## config.mk

```make
export PLATFORM = sky130hd
export DESIGN_NAME = alu_regfile_wb
export DESIGN_NICKNAME = d
export VERILOG_FILES = /design/src/rtl/alu_pkg.sv /design/src/rtl/alu_scoreboard.sv /design/src/rtl/alu_regfile_wb.sv
export SDC_FILE = /design/constraint.sdc
export NUM_CORES = 1
export LEC_CHECK = 0
export CORE_ASPECT_RATIO = 0.6
export CORE_MARGIN = 10
export CORE_UTILIZATION = 51
export DETAILED_ROUTE_END_ITERATION = 8
export MAX_ROUTING_LAYER = met4
export PLACE_DENSITY_LB_ADDON = 0.12
export SLEW_MARGIN = 10
export SYNTH_ARGS = -nofsm -noshare
export SYNTH_HDL_FRONTEND = slang
export SYNTH_SLANG_ARGS = --single-unit
```

## constraint.sdc

```tcl
create_clock -name clk -period 2.7 [get_ports clk]
set_input_delay 0.54 -clock clk [delete_from_list [all_inputs] [get_ports clk]]
set_output_delay 0.54 -clock clk [all_outputs]
set_load 0.01 [all_outputs]
```

## src/rtl/alu_pkg.sv

```systemverilog
// alu_pkg: datapath widths and index/data types shared by the register file and the function units
package alu_pkg;
    localparam int DATA_W   = 4;
    localparam int NUM_REGS = 4;
    localparam int ADDR_W   = $clog2(NUM_REGS);
    localparam int CNT_W    = $clog2(NUM_REGS + 1);
    typedef logic [ADDR_W-1:0] reg_idx_t;
    typedef logic [DATA_W-1:0] data_t;
endpackage

```

## src/rtl/alu_scoreboard.sv

```systemverilog
// alu_scoreboard: pending-write tracking, hazard detection and write-back error flag
//   in : clk, rst_n, iss_valid, iss_rs1, iss_rs2, iss_rd, wb_valid, wb_rd
//   out: iss_ready (no RAW/WAW hazard), pend_cnt (popcount of pending), wb_err (registered)
module alu_scoreboard #(
    parameter int NUM_REGS = alu_pkg::NUM_REGS,
    parameter int ADDR_W   = alu_pkg::ADDR_W,
    parameter int CNT_W    = $clog2(NUM_REGS + 1)
) (
    input  logic              clk,
    input  logic              rst_n,
    input  logic              iss_valid,
    input  logic [ADDR_W-1:0] iss_rs1,
    input  logic [ADDR_W-1:0] iss_rs2,
    input  logic [ADDR_W-1:0] iss_rd,
    input  logic              wb_valid,
    input  logic [ADDR_W-1:0] wb_rd,
    output logic              iss_ready,
    output logic [CNT_W-1:0]  pend_cnt,
    output logic              wb_err
);
    logic [NUM_REGS-1:0] pend_q, pend_d;
    logic [CNT_W-1:0]    cnt_q, cnt_d;
    logic                err_q, err_d;
    logic                haz_rs1, haz_rs2, haz_rd, fire, dec;

    // a write-back landing this cycle resolves the hazard on its index
    assign haz_rs1   = pend_q[iss_rs1] && !(wb_valid && wb_rd == iss_rs1);
    assign haz_rs2   = pend_q[iss_rs2] && !(wb_valid && wb_rd == iss_rs2);
    assign haz_rd    = pend_q[iss_rd]  && !(wb_valid && wb_rd == iss_rd);
    assign iss_ready = !(haz_rs1 || haz_rs2 || haz_rd);
    assign fire      = iss_valid && iss_ready;
    assign dec       = wb_valid && pend_q[wb_rd];

    // issue is applied after the write-back clear so it wins on a shared index;
    // a fire always targets a bit that is clear or being cleared, so +fire -dec stays exact
    always_comb begin
        pend_d = pend_q;
        if (wb_valid) pend_d[wb_rd] = 1'b0;
        if (fire) pend_d[iss_rd] = 1'b1;
        cnt_d = cnt_q + CNT_W'(fire) - CNT_W'(dec);
        err_d = wb_valid && !pend_q[wb_rd];
    end

    always_ff @(posedge clk or negedge rst_n) begin
        if (!rst_n) begin
            pend_q <= '0;
            cnt_q  <= '0;
            err_q  <= 1'b0;
        end else begin
            pend_q <= pend_d;
            cnt_q  <= cnt_d;
            err_q  <= err_d;
        end
    end

    assign pend_cnt = cnt_q;
    assign wb_err   = err_q;
endmodule

```

## src/rtl/alu_regfile_wb.sv

```systemverilog
// alu_regfile_wb: register file with write-back bypass and issue scoreboard
//   issue : iss_valid, iss_rs1, iss_rs2, iss_rd -> iss_ready, Rd1, Rd2 (bypassed operands)
//   wb    : wb_valid, wb_rd, wb_data (always accepted)
//   status: pend_cnt (pending writes), wb_err (previous write-back hit a non-pending register)
module alu_regfile_wb #(
    parameter int DATA_W   = alu_pkg::DATA_W,
    parameter int NUM_REGS = alu_pkg::NUM_REGS,
    parameter int ADDR_W   = alu_pkg::ADDR_W
) (
    input  logic                           clk,
    input  logic                           rst_n,
    input  logic                           iss_valid,
    input  logic [ADDR_W-1:0]              iss_rs1,
    input  logic [ADDR_W-1:0]              iss_rs2,
    input  logic [ADDR_W-1:0]              iss_rd,
    output logic                           iss_ready,
    output logic [DATA_W-1:0]              Rd1,
    output logic [DATA_W-1:0]              Rd2,
    input  logic                           wb_valid,
    input  logic [ADDR_W-1:0]              wb_rd,
    input  logic [DATA_W-1:0]              wb_data,
    output logic [$clog2(NUM_REGS+1)-1:0]  pend_cnt,
    output logic                           wb_err
);
    logic [DATA_W-1:0] regs_q [NUM_REGS];
    logic [DATA_W-1:0] regs_d [NUM_REGS];

    always_comb begin
        regs_d = regs_q;
        if (wb_valid) regs_d[wb_rd] = wb_data;
    end

    always_ff @(posedge clk or negedge rst_n) begin
        if (!rst_n) regs_q <= '{default: '0};
        else        regs_q <= regs_d;
    end

    assign Rd1 = (wb_valid && wb_rd == iss_rs1) ? wb_data : regs_q[iss_rs1];
    assign Rd2 = (wb_valid && wb_rd == iss_rs2) ? wb_data : regs_q[iss_rs2];

    alu_scoreboard #(.NUM_REGS(NUM_REGS), .ADDR_W(ADDR_W)) u_sb (
        .clk       (clk),
        .rst_n     (rst_n),
        .iss_valid (iss_valid),
        .iss_rs1   (iss_rs1),
        .iss_rs2   (iss_rs2),
        .iss_rd    (iss_rd),
        .wb_valid  (wb_valid),
        .wb_rd     (wb_rd),
        .iss_ready (iss_ready),
        .pend_cnt  (pend_cnt),
        .wb_err    (wb_err)
    );
endmodule
```

; Word level (Yosys, flattened, before mapping)
; Index checks and enable logic that the tools add are counted.
[classes]
n_addsub = 2
magnitude_cmp = 10
eq_ne = 3
n_mux = 25
n_bitwise = 6
n_reduce_logical = 19
[ops]
columns = op, n
row1 = $mux 4, 9
row2 = $bmux 4 s2, 2
row3 = $bwmux 16, 1
row4 = $logic_and 1x1->1, 12
row5 = $lt 2x3->1 const B, 4
row6 = $ge 3x3->1 const B, 3
row7 = $not 2->3, 3
row8 = $bmux 1 s2, 4
row9 = $demux 4 s2, 1
row10 = $eq 2x2->1, 3
row11 = $mux 1, 6
row12 = $logic_not 1->1, 5
row13 = $and 4x4->4, 1
row14 = $demux 1 s2, 2
row15 = $ge 2x1->1 const B, 2
row16 = $not 4->4, 1
row17 = $or 4x4->4, 1
row18 = $add 3x1->3, 1
row19 = $lt 3x1->1 const B, 1
row20 = $sub 3x1->3, 1
row21 = $logic_or 1x1->1, 2
[word_totals]
ff_bits = 24
input_bits = 16
out_inout_bits = 13
word_cells = 72

; Longest topological paths before layout
; Gate-level depths: netlist (run 1).
[logic_depth]
ltp_word = 10
mapped_depth = 9
mapped_depth_nobuf = 8

; Hierarchy
; A second synthesis (run 1) with hierarchy kept.
[unflattened]
hier_cells = 110
hier_area_um2 = 1531.5
[by_module_without_submodules]
columns = module, instances, cells_each, area_per_inst_um2, seq_area_each_um2
row1 = alu_regfile_wb, 1, 60, 950.9, 400.4
row2 = alu_scoreboard, 1, 50, 580.6, 200.2

; Least setup slack after synthesis (run 1)
; No wires, ideal clock.
[synth_path]
kind = input to register
from = in wb_rd[0]
to = reg u_sb.cnt_q[2] (netlist: u_sb.pend_cnt[2])
setup_time_ns = 0.123
arrival_time_ns = 2.438
required_time_ns = 2.577
setup_slack_ns = 0.140
cell_stages = 9
n_path_buf = 1
path_cell_list = clkbuf_8 -> mux4_2 -> and2_1 -> ha_1 -> inv_1 -> ha_1 -> fa_1 -> xnor2_1 -> xnor2_1
[synth_via]
elab_chain_cells = 10
elab_cells_between_ends = 21
classes_between = 2 x add/sub / 3 x eq/ne / 2 x mux / 14 x reduce/logical
[synth_rtl]
columns = item, line_no
row1 = start: declaration, alu_regfile_wb.sv:20  ; input logic [ADDR_W-1:0] wb_rd,
row2 = "$eq 2x2->1, on equally long branches", "alu_scoreboard.sv:27, alu_scoreboard.sv:28"
row3 = "$logic_and 1x1->1, on equally long branches", "alu_scoreboard.sv:27, alu_scoreboard.sv:28"
row4 = "$logic_not 1->1, on equally long branches", "alu_scoreboard.sv:27, alu_scoreboard.sv:28"
row5 = "$logic_and 1x1->1, on equally long branches", "alu_scoreboard.sv:27, alu_scoreboard.sv:28"
row6 = $logic_or 1x1->1 (2 in a row), alu_scoreboard.sv:30  ; assign iss_ready = !(haz_rs1 || haz_rs2 || haz_rd);
row7 = $logic_not 1->1, alu_scoreboard.sv:30
row8 = $logic_and 1x1->1, alu_scoreboard.sv:31  ; assign fire = iss_valid && iss_ready;
row9 = $add 3x1->3, alu_scoreboard.sv:40  ; cnt_d = cnt_q + CNT_W'(fire) - CNT_W'(dec);
row10 = $sub 3x1->3 *, alu_scoreboard.sv:40
row11 = via u_sb.cnt_d[2], alu_scoreboard.sv:22  ; logic [CNT_W-1:0] cnt_q, cnt_d;
row12 = end signal: assignment, alu_scoreboard.sv:51  ; cnt_q <= cnt_d;
row13 = end: declaration, alu_scoreboard.sv:22
; Mark *: on every way through the listed nets, which the timed path passes. The rest lies on a longest branch. The select of a mux whose other input is x is not followed.
; A chain may end at the register's enable or synchronous reset.

; Final worst setup path (run 1)
[layout_path]
from = in iss_rs2[0]
to = out Rd2[0]
[layout_via]
elab_chain_cells = 5
elab_cells_between_ends = 7
classes_between = 1 x eq/ne / 4 x mux / 1 x bitwise / 1 x reduce/logical
[layout_rtl]
columns = item, line_no
row1 = start: declaration, alu_regfile_wb.sv:14  ; input logic [ADDR_W-1:0] iss_rs2,
row2 = $not 2->3 (not written as such), alu_regfile_wb.sv:39  ; assign Rd2 = (wb_valid && wb_rd == iss_rs2) ? wb_data : regs_q[iss_rs2];
row3 = $bmux 4 s2, alu_regfile_wb.sv:39
row4 = $mux 4 (not written as such) (2 in a row), alu_regfile_wb.sv:39
row5 = $mux 4 *, alu_regfile_wb.sv:39
row6 = end: declaration, alu_regfile_wb.sv:18  ; output logic [DATA_W-1:0] Rd2,
; Every way passes the cells marked *; elsewhere a longest branch is shown, timed or not. The select of a mux whose other input is x is not followed.

==> results of run 1 <==
state kept, by name (all words and copies together) (netlist names):
register       flops
u_sb.pend_q        4
u_sb.wb_err        1
regs_q            16
u_sb.pend_cnt      3
cells by family (layout without fill, tap and decap cells):
family                   count (synthesis)  after routing  synth area share, %
multiplexers                            36             36                37.78
flip-flops                              24             24                39.51
AND/OR/NAND/NOR                         16             16                6.254
buffers and inverters                   12             58                5.350
XOR/XNOR                                 8              8                4.609
AO/OA/AOI/OAI                            7              7                3.539
adder cells (fa/ha/maj)                  3              3                2.963
routing by layer:
layer / vias to the layer above / wire, um / GRT usage (%)
met4: 0 / 27 / 3.360
li1: 498 / - / -
met3: 2 / 150 / 2.758
met5: - / 0 / -
met1: 546 / 1680 / 17.17
met2: 34 / 1730 / 21.15
through the flow:
stage / std cells / worst slack (ns) / util, % / total power, mW / hold WS [ns]
final: 194 / 0.08873 / 70.00 / 1.390 / 0.5233
after global routing: 194 / 0.04372 / 70.00 / 1.491 / 0.5455
after CTS: 194 / -0.0002569 / 70.13 / 1.405 / 0.5272
after detailed placement: 191 / -0.4503 / 68.73 / 1.231 / 0.5098
after global placement: 191 / -0.4189 / 68.73 / 1.200 / 0.5022
after floorplan: 106 / 0.1396 / - / 0.9061 / 0.2444
cell usage in the layout (no fill, tap or decap), drive strengths merged:
master	netlist	layout
mux2	24	24
dfrtp	24	24
buf	3	20
clkdlybuf4s50	0	12
mux4	12	12
dlygate4sd2	0	9
inv	7	7
xor2	6	6
clkbuf	2	6
nand2	4	4
o31ai	3	3
o21ai	3	3
dlymetal6s2s	0	3
or3	2	2
nand2b	2	2
nand3b	2	2
xnor2	2	2
ha	2	2
and2	1	1
nand4	1	1
nor3	1	1
o32ai	1	1
and3	1	1
nor2	1	1
nand3	1	1
fa	1	1
clkdlybuf4s15	0	1
final timing paths:
kind	from	to	slack (ns)	cells after the start
setup reg to reg	u_sb.pend_q[0]	u_sb.pend_cnt[2]	0.32	8
hold / removal	regs_q[8]	regs_q[8]	0.52	1
hold reg to reg	regs_q[8]	regs_q[8]	0.52	1
min in group asynchronous	rst_n	u_sb.pend_cnt[2]	0.63	2
max in group asynchronous	rst_n	regs_q[4]	1.83	2
setup / recovery	iss_rs2[0]	Rd2[0]	0.09	5
report_power, final:
group	switching, mW	total, mW	internal, mW	leakage [nW]
clock	0.104	0.203	0.0996	0.0216
sequential	0.0814	0.546	0.464	0.287
combinational	0.255	0.641	0.386	0.610
total	0.441	1.39	0.949	0.918
final cells by class:
cell class,count,area [um2]
repair buffers,48,427.9
clock buffers,3,41.29
fillers,227,855.8
inverters,7,26.28
well taps,42,52.55
flip-flops and latches,24,600.6
multi-input cells,70,848.3
repair_timing:
action	4_1_cts	5_1_grt
gates resized for setup	17	10
endpoints found under the setup margin	11	10
pin swaps	0	2
==> results_dict.tcl, run 1 <==
set metrics [dict create \
    status "complete, no violations" \
    die_y_um 62.29 \
    relSlewSlack_pct 77.10 \
    clkTransAtPathRegs_ns 0.07 \
    cp-start-kind "input pin" \
    fmax_mhz 383.0 \
    wirelength_um 3587 \
    rsz0062_at_grt "no" \
    synth_area_um2 1520 \
    drc_errors 0 \
    crit_path_cell_trace "dlygate4sd2_1, buf_6, mux4_1, mux2_2, dlygate4sd2_1" \
    worstPathMaxFanout 4 \
    io_pins 29 \
    hold_violations 0 \
    cts.htree.levels 1 \
    yosysSeqAreaShare_pct 39.51 \
    cts-root-buf "clkbuf_8" \
    fin_tns_setup_ns 0 \
    worst_ep_arrival_time_ns 2.07 \
    synth.area.top_cells "dfrtp_1 (40%), mux2_2 (18%), mux4_1 (16%)" \
    crit_type "input pin to primary output" \
    postCtsHoldBufs 0 \
    cts_tree "built" \
    avgSynthCellArea_um2 14.34 \
    maxCapViolCount 0 \
    postRouteAntennaNets 0 \
    die_area_um2 5636 \
    wl_per_cell_um 18.49 \
    tightestPinTransition_ns 0.3424 \
    crit_buf_inv 3 \
    slew_viol_final 0 \
    fin_crit_ns 2.611 \
    cts_buffers 3 \
    yosysTopAreaCell "dfrtp_1" \
    syn_to_final_growth_pct 31.36 \
    num_antenna_cells 0 \
    grt_antenna_before_repair 0 \
    synthArstFlopShare_pct 100.0 \
    path_delay_family "multiplexers" \
    end_kind "primary output" \
    nets 173 \
    overflow 0 \
    yosys.area.top_type_share_pct 39.51 \
    start_util_pct 53.29 \
    ys_warn_count 0 \
    hpwl_um 2788 \
    crit_path_frequent_cell "dlygate4sd2_1" \
    grt_max_degree 25 \
    die_x_um 90.49 \
    synthCells 106 \
    skew_ns 0.006864 \
    io_buffers 28 \
    drtPass1Iterations 4 \
    post_cts_buffers 0 \
    postPlaceCellArea_um2 1961 \
    clock_latency_ns 0.26 \
    drt_iter0_markers 41 \
    syn_nets 125 \
    via_count 1080 \
    grt_pass1_vias 1190 \
    power.leakage_nw 0.9184 \
    cts_buffer_depth 2 \
    cp_data_required_time_ns 2.16 \
    peakVddDrop_mv 0.4990 \
    cts_num_sinks 24 \
    powerDensity_nw_per_um2 696.0 \
    setup_viol 0 \
    finalInstanceArea_um2 1997 \
    gp_congestion 0.8707 \
    core-area_um2 2853 \
    hold_class "flop to flop" \
    layout-drive-gt1-share_pct 38.82 \
    grt_pass1_wl_um 5968 \
    synth.distinct_cells 25 \
    synthTopCellsByCount "dfrtp_1 (24), mux2_2 (24), mux4_1 (9)" \
    yosys_register_bits 24 \
    grt_use_total_pct 13.39 \
    viasPerCell 5.567 \
    synth-edff-count 0 \
    fin_crit_sh_pct 96.71 \
    slowest_delay_ns 0.54 \
    cp_slowest_cell "mux4_1" \
    row_count 15 \
    synth_flop_cell "dfrtp_1" \
]
No activity file was read; power rests on OpenSTA's default activity.
==> inputs of run 2 (changes only) <==
--- a/config.mk
+++ b/config.mk
@@ -7,7 +7,7 @@
 export LEC_CHECK = 0
 export CORE_ASPECT_RATIO = 0.6
 export CORE_MARGIN = 10
-export CORE_UTILIZATION = 51
+export CORE_UTILIZATION = 30
 export DETAILED_ROUTE_END_ITERATION = 8
 export MAX_ROUTING_LAYER = met4
 export PLACE_DENSITY_LB_ADDON = 0.12
==> run 2 against run 1 <==
Effect of this change:
- count of clock-buffer cells in the layout unchanged
- via count increased by 1.4%
- combinational power increased by 8.1%
- clock skew decreased by 0.0031 ns
- hold slack improved by 0.012 ns
- total power increased by 4.8%
- core utilization decreased by 26 points
- routed wire length increased by 14%
- clock power increased by 6%
- critical path type unchanged
==> results_dict.tcl, run 2 (synthesized netlist as in run 1, its figures left out) <==
set metrics [dict create \
    row_count 19 \
    final_cell_mix "dfrtp_1 (24), mux2_2 (23), buf_4 (21)" \
    via_count 1095 \
    worst_ep_arrival_time_ns 2.07 \
    tightestPinTransition_ns 0.3915 \
    skew_ns 0.003789 \
    grt_pass1_wl_um 6527 \
    wirelength_um 4101 \
    dp.cells 215 \
    crit_type "input pin to primary output" \
    layout-drive-gt1-share_pct 47.44 \
    grt_antenna_before_repair 0 \
    io_buffers 28 \
    hold_violations 0 \
    cts.htree.levels 1 \
    nFillCells 458 \
    cts_buffer_depth 2 \
    clkTransAtPathRegs_ns 0.08 \
    pre_cts_slack_ns -0.4347 \
    fin_crit_ns 2.612 \
    num_antenna_cells 0 \
    core-area_um2 4731 \
    cts-root-buf "clkbuf_8" \
    viasPerCell 5.000 \
    end_kind "primary output" \
    cp_data_required_time_ns 2.16 \
    cts_tree "built" \
    die_area_um2 8408 \
    final_common_cell "dfrtp_1" \
    postRouteAntennaNets 0 \
    power.leakage_nw 0.9231 \
    hold_class "flop to flop" \
    start_util_pct 32.13 \
    gp_congestion 0.7621 \
    fin_ws_ns 0.08836 \
    fin_crit_sh_pct 96.73 \
    cp-start-kind "input pin" \
    slew_viol_final 0 \
    drtPass1Iterations 4 \
    wl_per_cell_um 18.73 \
    nets 177 \
    setup_viol 0 \
    hpwl_um 3033 \
    peakVddDrop_mv 0.2699 \
    grt_max_degree 25 \
    largest_register_ffs 16 \
    cts_num_sinks 24 \
    rsz0062_at_grt "no" \
    top_register "regs_q" \
    grt_pass1_vias 1126 \
    fin_tns_setup_ns 0 \
    io_pins 29 \
    relSlewSlack_pct 73.67 \
    die_y_um 75.14 \
    grt_use_total_pct 10.37 \
    fmax_mhz 382.9 \
    holdWs_ns 0.5351 \
    clock_latency_ns 0.27 \
    status "complete, no violations" \
    cts_buffers 3 \
    overflow 0 \
    worstPathMaxFanout 4 \
    final_cells 219 \
    powerDensity_nw_per_um2 701.8 \
    drc_errors 0 \
    die_x_um 111.9 \
    postCtsHoldBufs 0 \
    maxCapViolCount 0 \
    drt_iter0_markers 88 \
    syn_to_final_growth_pct 36.54 \
]
run 2: routing by layer:
metal  up-vias  global-route usage [%]  wire (um)
met5         -                       -          0
met4         0                   1.986         27
met3         4                   3.175        211
met2        28                   14.22       1765
met1       559                   14.53       2096
li1        504                       -          -
run 2: through the flow:
step / utilization, % / total power [mW] / cell area, um2
after CTS: 43.45 / 1.463 / 2056
after global placement: 42.21 / 1.202 / 1997
after floorplan: - / 0.9061 / 1520
final: 43.88 / 1.457 / 2076
after detailed placement: 42.21 / 1.222 / 1997
after global routing: 43.88 / 1.560 / 2076
run 2: final timing paths:
| kind | slack (ns) | end | cells after the start | startpoint |
|---|---|---|---|---|
| setup / recovery | 0.09 | Rd2[0] | 5 | iss_rs2[1] |
| hold / removal | 0.54 | regs_q[5] | 1 | regs_q[5] |
| setup reg to reg | 0.40 | u_sb.pend_cnt[2] | 8 | u_sb.pend_q[0] |
| hold reg to reg | 0.54 | regs_q[5] | 1 | regs_q[5] |
| max in group asynchronous | 1.82 | regs_q[1] | 2 | rst_n |
| min in group asynchronous | 0.63 | u_sb.pend_cnt[0] | 2 | rst_n |
run 2: final cells by class:
| class | instances | area, um2 | area share, % |
|---|---|---|---|
| multi-input combinational | 70 | 877.1 | 42.25 |
| timing repair buffer | 52 | 451.7 | 21.76 |
| tap | 63 | 78.83 | 3.797 |
| inverter | 7 | 26.28 | 1.266 |
| clock buffer | 3 | 41.29 | 1.989 |
| sequential | 24 | 600.6 | 28.93 |
run 2: timing repair:
item                       4_1_cts  5_1_grt
setup buffers                    1        0
gates resized for setup         46        7
setup endpoints to repair       10        6
pin swaps                        4        2
run 2: worst max-delay path, cell delays in order:
cell and delay [ns]:
clkdlybuf4s50_1 0.50, xor2_1 0.30, or3_4 0.24, mux2_2 0.34, buf_2 0.14
run 2: where the power goes:
part | switching [mW] | internal, mW
registers | 0.0855 | 0.464
logic | 0.273 | 0.419
clock network | 0.115 | 0.0998
total | 0.474 | 0.983
